[src/rtl/r_data_reg_if.sv]
// Bus between the router FSM / input source and the datapath register stage.
// The master side drives the byte stream and the FSM strobes; the slave side returns dout and status.
interface r_data_reg_if #(
  parameter int DATA_WIDTH = 8
);
  logic                  pkt_valid;
  logic [DATA_WIDTH-1:0] data_in;
  logic                  fifo_full;
  logic                  detect_add;
  logic                  lfd_state;
  logic                  ld_state;
  logic                  laf_state;
  logic                  full_state;
  logic                  rst_int_reg;
  logic [DATA_WIDTH-1:0] dout;
  logic                  parity_done;
  logic                  low_packet_valid;
  logic                  err;
  logic                  len_err;

  modport master (
    output pkt_valid, data_in, fifo_full,
    output detect_add, lfd_state, ld_state, laf_state, full_state, rst_int_reg,
    input  dout, parity_done, low_packet_valid, err, len_err
  );

  modport slave (
    input  pkt_valid, data_in, fifo_full,
    input  detect_add, lfd_state, ld_state, laf_state, full_state, rst_int_reg,
    output dout, parity_done, low_packet_valid, err, len_err
  );
endinterface

[src/rtl/r_data_reg.sv]
// Datapath register stage of the 1x4 router: header latch, FIFO-facing dout,
// full-hold byte, running parity, payload count and per-packet error flags.
module r_data_reg #(
  parameter int DATA_WIDTH = 8,
  parameter int LEN_WIDTH  = DATA_WIDTH - 2
) (
  input  logic         clk,
  input  logic         reset,
  r_data_reg_if.slave  bus
);

  logic [DATA_WIDTH-1:0] header_q, header_d;
  logic [DATA_WIDTH-1:0] dout_q, dout_d;
  logic [DATA_WIDTH-1:0] full_hold_q, full_hold_d;
  logic [DATA_WIDTH-1:0] parity_q, parity_d;
  logic [DATA_WIDTH-1:0] pkt_parity_q, pkt_parity_d;
  logic [LEN_WIDTH-1:0]  count_q, count_d;
  logic                  low_pkt_valid_q, low_pkt_valid_d;
  logic                  parity_done_q, parity_done_d;
  logic                  parity_done_prev_q, parity_done_prev_d;
  logic                  err_q, err_d;
  logic                  len_err_q, len_err_d;

  logic                  acc_ld;
  logic                  acc_laf;
  logic                  laf_parity;
  logic                  check_pulse;
  logic [LEN_WIDTH-1:0]  header_len;

  assign header_len  = header_q[DATA_WIDTH-1:2];
  assign acc_ld      = bus.ld_state && bus.pkt_valid && !bus.full_state && !bus.fifo_full;
  assign acc_laf     = bus.laf_state && !low_pkt_valid_q;
  // When pkt_valid fell under a full FIFO, full_hold carries the parity byte, not payload.
  assign laf_parity  = bus.laf_state && low_pkt_valid_q && !parity_done_q;
  assign check_pulse = parity_done_q && !parity_done_prev_q;

  always_comb begin
    header_d           = header_q;
    dout_d             = dout_q;
    full_hold_d        = full_hold_q;
    parity_d           = parity_q;
    pkt_parity_d       = pkt_parity_q;
    count_d            = count_q;
    low_pkt_valid_d    = low_pkt_valid_q;
    parity_done_d      = parity_done_q;
    parity_done_prev_d = parity_done_q;
    err_d              = err_q;
    len_err_d          = len_err_q;

    if (bus.detect_add && bus.pkt_valid) begin
      header_d = bus.data_in;
    end

    if (bus.lfd_state) begin
      dout_d = header_q;
    end else if (bus.ld_state && !bus.fifo_full) begin
      dout_d = bus.data_in;
    end else if (bus.laf_state) begin
      dout_d = full_hold_q;
    end

    if (bus.ld_state && bus.fifo_full) begin
      full_hold_d = bus.data_in;
    end

    if (bus.detect_add) begin
      parity_d = '0;
      count_d  = '0;
    end else if (bus.lfd_state) begin
      parity_d = parity_q ^ header_q;
    end else if (acc_ld) begin
      parity_d = parity_q ^ bus.data_in;
      count_d  = count_q + LEN_WIDTH'(1);
    end else if (acc_laf) begin
      parity_d = parity_q ^ full_hold_q;
      count_d  = count_q + LEN_WIDTH'(1);
    end

    if (bus.ld_state && !bus.pkt_valid && !bus.fifo_full) begin
      pkt_parity_d = bus.data_in;
    end else if (laf_parity) begin
      pkt_parity_d = full_hold_q;
    end

    // detect_add clears first; a set beats rst_int_reg when both arrive together.
    if (bus.detect_add) begin
      low_pkt_valid_d = 1'b0;
    end else if (bus.ld_state && !bus.pkt_valid && bus.fifo_full) begin
      low_pkt_valid_d = 1'b1;
    end else if (bus.rst_int_reg) begin
      low_pkt_valid_d = 1'b0;
    end

    if (bus.detect_add) begin
      parity_done_d = 1'b0;
    end else if ((bus.ld_state && !bus.pkt_valid && !bus.fifo_full) || laf_parity) begin
      parity_done_d = 1'b1;
    end

    if (bus.detect_add) begin
      err_d     = 1'b0;
      len_err_d = 1'b0;
    end else if (check_pulse) begin
      err_d     = (parity_q != pkt_parity_q);
      len_err_d = (count_q != header_len);
    end
  end

  always_ff @(posedge clk or posedge reset) begin
    if (reset) begin
      header_q           <= '0;
      dout_q             <= '0;
      full_hold_q        <= '0;
      parity_q           <= '0;
      pkt_parity_q       <= '0;
      count_q            <= '0;
      low_pkt_valid_q    <= 1'b0;
      parity_done_q      <= 1'b0;
      parity_done_prev_q <= 1'b0;
      err_q              <= 1'b0;
      len_err_q          <= 1'b0;
    end else begin
      header_q           <= header_d;
      dout_q             <= dout_d;
      full_hold_q        <= full_hold_d;
      parity_q           <= parity_d;
      pkt_parity_q       <= pkt_parity_d;
      count_q            <= count_d;
      low_pkt_valid_q    <= low_pkt_valid_d;
      parity_done_q      <= parity_done_d;
      parity_done_prev_q <= parity_done_prev_d;
      err_q              <= err_d;
      len_err_q          <= len_err_d;
    end
  end

  assign bus.dout             = dout_q;
  assign bus.parity_done      = parity_done_q;
  assign bus.low_packet_valid = low_pkt_valid_q;
  assign bus.err              = err_q;
  assign bus.len_err          = len_err_q;

endmodule

[src/flat_wrapper.sv]
// flat-port wrapper written by rule: the top's interface ports become plain ports
module r_data_reg_flat 
#(
  parameter int DATA_WIDTH = 8,
  parameter int LEN_WIDTH  = DATA_WIDTH - 2
)
  (clk, reset, bus_pkt_valid, bus_data_in, bus_fifo_full, bus_detect_add, bus_lfd_state, bus_ld_state, bus_laf_state, bus_full_state, bus_rst_int_reg, bus_dout, bus_parity_done, bus_low_packet_valid, bus_err, bus_len_err);
  r_data_reg_if #(.DATA_WIDTH(DATA_WIDTH)) bus_i ();
  input  logic clk;
  input  logic reset;
  input wire logic [$bits(bus_i.pkt_valid)-1:0] bus_pkt_valid;
  input wire logic [$bits(bus_i.data_in)-1:0] bus_data_in;
  input wire logic [$bits(bus_i.fifo_full)-1:0] bus_fifo_full;
  input wire logic [$bits(bus_i.detect_add)-1:0] bus_detect_add;
  input wire logic [$bits(bus_i.lfd_state)-1:0] bus_lfd_state;
  input wire logic [$bits(bus_i.ld_state)-1:0] bus_ld_state;
  input wire logic [$bits(bus_i.laf_state)-1:0] bus_laf_state;
  input wire logic [$bits(bus_i.full_state)-1:0] bus_full_state;
  input wire logic [$bits(bus_i.rst_int_reg)-1:0] bus_rst_int_reg;
  output wire logic [$bits(bus_i.dout)-1:0] bus_dout;
  output wire logic [$bits(bus_i.parity_done)-1:0] bus_parity_done;
  output wire logic [$bits(bus_i.low_packet_valid)-1:0] bus_low_packet_valid;
  output wire logic [$bits(bus_i.err)-1:0] bus_err;
  output wire logic [$bits(bus_i.len_err)-1:0] bus_len_err;
  assign bus_i.pkt_valid = bus_pkt_valid;
  assign bus_i.data_in = bus_data_in;
  assign bus_i.fifo_full = bus_fifo_full;
  assign bus_i.detect_add = bus_detect_add;
  assign bus_i.lfd_state = bus_lfd_state;
  assign bus_i.ld_state = bus_ld_state;
  assign bus_i.laf_state = bus_laf_state;
  assign bus_i.full_state = bus_full_state;
  assign bus_i.rst_int_reg = bus_rst_int_reg;
  assign bus_dout = bus_i.dout;
  assign bus_parity_done = bus_i.parity_done;
  assign bus_low_packet_valid = bus_i.low_packet_valid;
  assign bus_err = bus_i.err;
  assign bus_len_err = bus_i.len_err;
  r_data_reg #(.DATA_WIDTH(DATA_WIDTH), .LEN_WIDTH(LEN_WIDTH)) u_core (.clk(clk), .reset(reset), .bus(bus_i));
endmodule
[config.mk]
export PLATFORM = sky130hd
export DESIGN_NAME = r_data_reg_flat
export DESIGN_NICKNAME = d
export VERILOG_FILES = /design/src/rtl/r_data_reg_if.sv /design/src/rtl/r_data_reg.sv /design/src/flat_wrapper.sv
export SDC_FILE = /design/constraint.sdc
export NUM_CORES = 1
export LEC_CHECK = 0
export BUFFER_PORTS_ARGS = -buffer_cell sky130_fd_sc_hd__buf_2
export CAP_MARGIN = 20
export CELL_PAD_IN_SITES_DETAIL_PLACEMENT = 1
export CELL_PAD_IN_SITES_GLOBAL_PLACEMENT = 1
export CORE_MARGIN = 1
export CORE_UTILIZATION = 45
export DETAILED_ROUTE_END_ITERATION = 8
export PLACE_DENSITY = 0.75
export SLEW_MARGIN = 25
export SYNTH_ARGS = -nofsm -noshare
export SYNTH_HDL_FRONTEND = slang
export SYNTH_SLANG_ARGS = --single-unit
[constraint.sdc]
create_clock -name clk -period 2.1 [get_ports clk]
set_input_delay 0.105 -clock clk [delete_from_list [all_inputs] [get_ports clk]]
set_output_delay 0.105 -clock clk [all_outputs]
set_load 0.01 [all_outputs]
* Word level (Yosys, flattened, before mapping)
Index checks and enable logic that the tools add are counted.
Widths: inputs -> output; s select.
** Storage, ports and cells
- Flip-flop bits (word level) :: 51
** Operators by class
- Bitwise logic cells :: 3
- Equal/unequal tests :: 3
- Muxes and demuxes :: 22
- Reductions and logical operators :: 28
- $add $sub $neg :: 1
** Operator list (count)
- $mux 8 :: 9
- $mux 6 :: 4
- $xor 8x8->8 :: 3
- $logic_and 1x1->1 :: 13
- $mux 1 :: 9
- $reduce_bool 3->1 :: 3
- $ne 8x8->1 :: 1
- $add 6x1->6 const B :: 1
- $logic_not 1->1 :: 6
- $ne 6x6->1 :: 1
- $reduce_bool 2->1 :: 3
- $reduce_bool 4->1 :: 1
- $ne 2x2->1 const B :: 1
- $reduce_and 2->1 :: 1
- $logic_or 1x1->1 :: 1

* Logic depth before layout (Yosys ltp)
- Depth after elaboration :: 6
- Mapped depth :: 6
- Depth with buffers taken out :: 4

* Least setup slack after synthesis
OpenSTA, ideal clock, no wires.
- Kind :: reg-to-reg
- Start point :: register u_core.low_pkt_valid_q, in the netlist u_core.bus.low_packet_valid
- End point :: register u_core.parity_q[3]
- Setup time :: 0.125 ns
- Data required time :: 1.975 ns
- Path buffers :: 1
- Stages on the path, launching flop included :: 6
- Data arrival time :: 1.490 ns
- Path slack :: 0.485 ns
- Path through :: dfrtp_1 > and2b_4 > buf_6 > o21ai_0 > a211oi_1 > mux2_2
** On the way
- Word-level cells in the longest chain between the ends :: 3
** Ends and longest elaborated chain
- from (decl) :: RTL line r_data_reg.sv:18 : logic low_pkt_valid_q, low_pkt_valid_d;
- from (signal assigned) :: RTL line r_data_reg.sv:129 : low_pkt_valid_q <= low_pkt_valid_d;
- $logic_not 1->1 :: RTL line r_data_reg.sv:32 : assign acc_laf = bus.laf_state && !low_pkt_valid_q;
- $logic_and 1x1->1 :: RTL line r_data_reg.sv:32
- $reduce_bool 4->1 (no source line)
- to (signal assigned) :: RTL line r_data_reg.sv:126 : parity_q <= parity_d;
- to (decl) :: RTL line r_data_reg.sv:15 : logic [DATA_WIDTH-1:0] parity_q, parity_d;
No other way between the ends.
A chain may end at the register's enable or synchronous reset.

* Worst setup path after layout
- Start point :: register u_core.low_pkt_valid_q, in the netlist u_core.bus.low_packet_valid
- End point :: register u_core.parity_q[5]
The elaborated chain is that of the path after synthesis.

==> flow_summary.ini <==
[clock_tree]
clk_pin_slew_ns = 0.09
root_buffer = clkbuf_8
clock_sink_count = 51
cts.path.max_buffers = 2
post_cts_buffers = 0
cts_tree = built
htree_levels = 2
insertion_delay_ns = 0.31
cts_buffers = 5

[detailed_routing]
vias_per_cell = 5.56
wl_per_cell_um = 18.1
final_antenna_net_count = 0
drcViolationCount = 0
vias = 2064
firstDrtPassIters = 4
drt_iter0_markers = 105
drt_wl_total_um = 6720

[critical_path]
crit_chain = and2b_4, o21ai_0, a211oi_1, mux2_2
criticalPathCategory = flip-flop to flip-flop
crit_path_start = u_core.bus.low_packet_valid
end_kind = flip-flop
worstPathArrival_ns = 1.88
critical_path.startpoint_type = flip-flop
critical_path.max_stage_delay_ns = 0.41
crit-reg2reg-launch = u_core.bus.low_packet_valid
path_depth = 4
critPathMaxFanout = 12
cpLargestDelayFamily = compound AO/OA/AOI/OAI gates
worstPathRequired_ns = 2.29
slowest_stage = dfrtp_1
r2r_cells = 4
cp_num_buf_inv = 0

[synth]
synth-edff-count = 0
synth_common_cells = dfrtp_1, nor2_1, a21oi_1, mux2_2, nand2_1
ys_seq_area_frac = 0.469
synth_warnings = 0
syn_inst = 270
yosys.area.top_type = dfrtp_1
async_flop_share = 1.00
synth_ff_type = dfrtp_1
yosysMostFrequentCell = dfrtp_1
ys_seq_elements = 51
yosysTopAreaCellShare = 0.469
synth_cell_type_count = 36
synth_nets = 289
netlist_area_sq_um = 2720
avgSynthCellArea_sq_um = 10.1
synth_area_leaders = dfrtp_1, mux2_2, a21oi_1

[die]
die_h_um = 79.7
start_util = 0.479
core.rowCount = 27
die_w_um = 79.7
io_pins = 30
coreArea_sq_um = 5680
die_area_sq_um = 6360

[grt]
grt_pass1_vias = 2096
grtUsageTotal = 0.237
grt_pass1_wl_um = 11100
antenna_found_initial = 0
grt_overflow = 0
grt_max_degree = 32

[timing]
finalHoldViolCount = 0
min_period_ns = 1.69
worst_slack_ns = 0.407
clock-skew-final_ns = 0.0144
max_freq_mhz = 591
grt_setup_unrepaired = no
finalSetupTns_ns = 0
fin_crit_sh = 0.806
slew_headroom = 0.561
drv_slew = 0
setup-violations-final = 0
worstMarginPinSlew_ns = 0.656

[cells_and_area]
n_fill_cell = 657
design_area_sq_um = 3030
diodes = 0
fin_nets = 318
drive_gt1_frac = 0.234
area_delta_synth_final_pct = 11.5

[power]
vdd_ir_drop_max_mv = 0.368
powerDensity_nw_per_um2 = 762
power_leakage_nw = 1.34

[min_path]
worstHoldStart = bus_data_in[0]
hold_path_class = input pin to flip-flop
hold_depth = 3

[placed_design]
port-buffer-count = 29
post-dp-hpwl_um = 4920
place_ws_ns = 0.407
placed_cell_area_sq_um = 2930
place.gp.congestion = 0.790

[flow_run]
maxCapViolations = 0

[status]
status = completed
## area by class of cell
class | instances | area [sq um] | area share
repair buffers | 36 | 213 | 0.0702
clock buffers | 6 | 82.6 | 0.0272
clock inverters | 1 | 5.00 | 0.00165
multi-input cells | 198 | 1340 | 0.442
well taps | 72 | 90.1 | 0.0297
flip-flops and latches | 51 | 1280 | 0.421
inverters | 7 | 26.3 | 0.00867
## power by group
part           internal, mW  total (mW)  switching, mW
logic                 0.240       0.497          0.257
registers              1.12        1.23          0.113
clock network         0.259       0.583          0.324
## tightest hold or removal path, stage by stage
cell	delay, ns
buf_2	0.13
nand2_1	0.05
o21ai_0	0.06
## layer usage
layer  wire length, um  vias up  track usage
li1                  -     1002            -
met1              3370     1029        0.339
met2              3070       25        0.356
met3               181        8       0.0457
met4               102        0       0.0839
met5                 0        -            0
## stage by stage
step	total power [mW]	hold WS, ns	util	std cells
2_1_floorplan	1.58	0.222	-	270
3_3_place_gp	1.73	0.195	0.517	363
3_5_place_dp	1.75	0.189	0.517	363
4_1_cts	2.34	0.0696	0.534	371
5_1_grt	2.44	0.0883	0.534	371
6_report	2.31	0.0797	0.534	371
## placed cells by master (no fill, tap or decap), types with 9 or more instances in the layout
cell	instances
a211oi_1	11
a21oi_1	24
buf_2	29
dfrtp_1	51
mux2_2	24
nand2_1	16
nor2_1	27
nor2b_1	15
nor3_1	11
o21ai_0	14
xor2_1	9
## state kept, by name, summed over array words and instances, names as in the netlist
name and cells:
u_core.full_hold_q 8, u_core.bus.dout 8, u_core.bus.len_err 1, u_core.bus.err 1, u_core.bus.parity_done 1, u_core.header_q 8
u_core.count_q 6, u_core.pkt_parity_q 8, u_core.parity_q 8, u_core.parity_done_prev_q 1, u_core.bus.low_packet_valid 1
## path summary, 6_finish.rpt
path,to,slack (ns)
setup / recovery,u_core.parity_q[5],0.41
hold / removal,u_core.pkt_parity_q[0],0.08
setup reg to reg,u_core.parity_q[5],0.41
hold reg to reg,u_core.parity_done_prev_q,0.48
max in group asynchronous,u_core.parity_q[4],1.16
min in group asynchronous,u_core.count_q[5],0.39
## cells by family after synthesis
logic type,count (synthesis),synth area share
AO/OA/AOI/OAI,63,0.153
XOR/XNOR,17,0.0547
adder cells (fa/ha/maj),1,0.00460
buffers and inverters,21,0.0386
flip-flops,51,0.469
multiplexers,27,0.110
AND/OR/NAND/NOR,90,0.170
## timing repair
action                    4_1_cts  5_1_grt
gates resized for setup         0        0
hold endpoints to repair       24        0
hold buffers                    1        0
(Power assumes the default switching activity.)
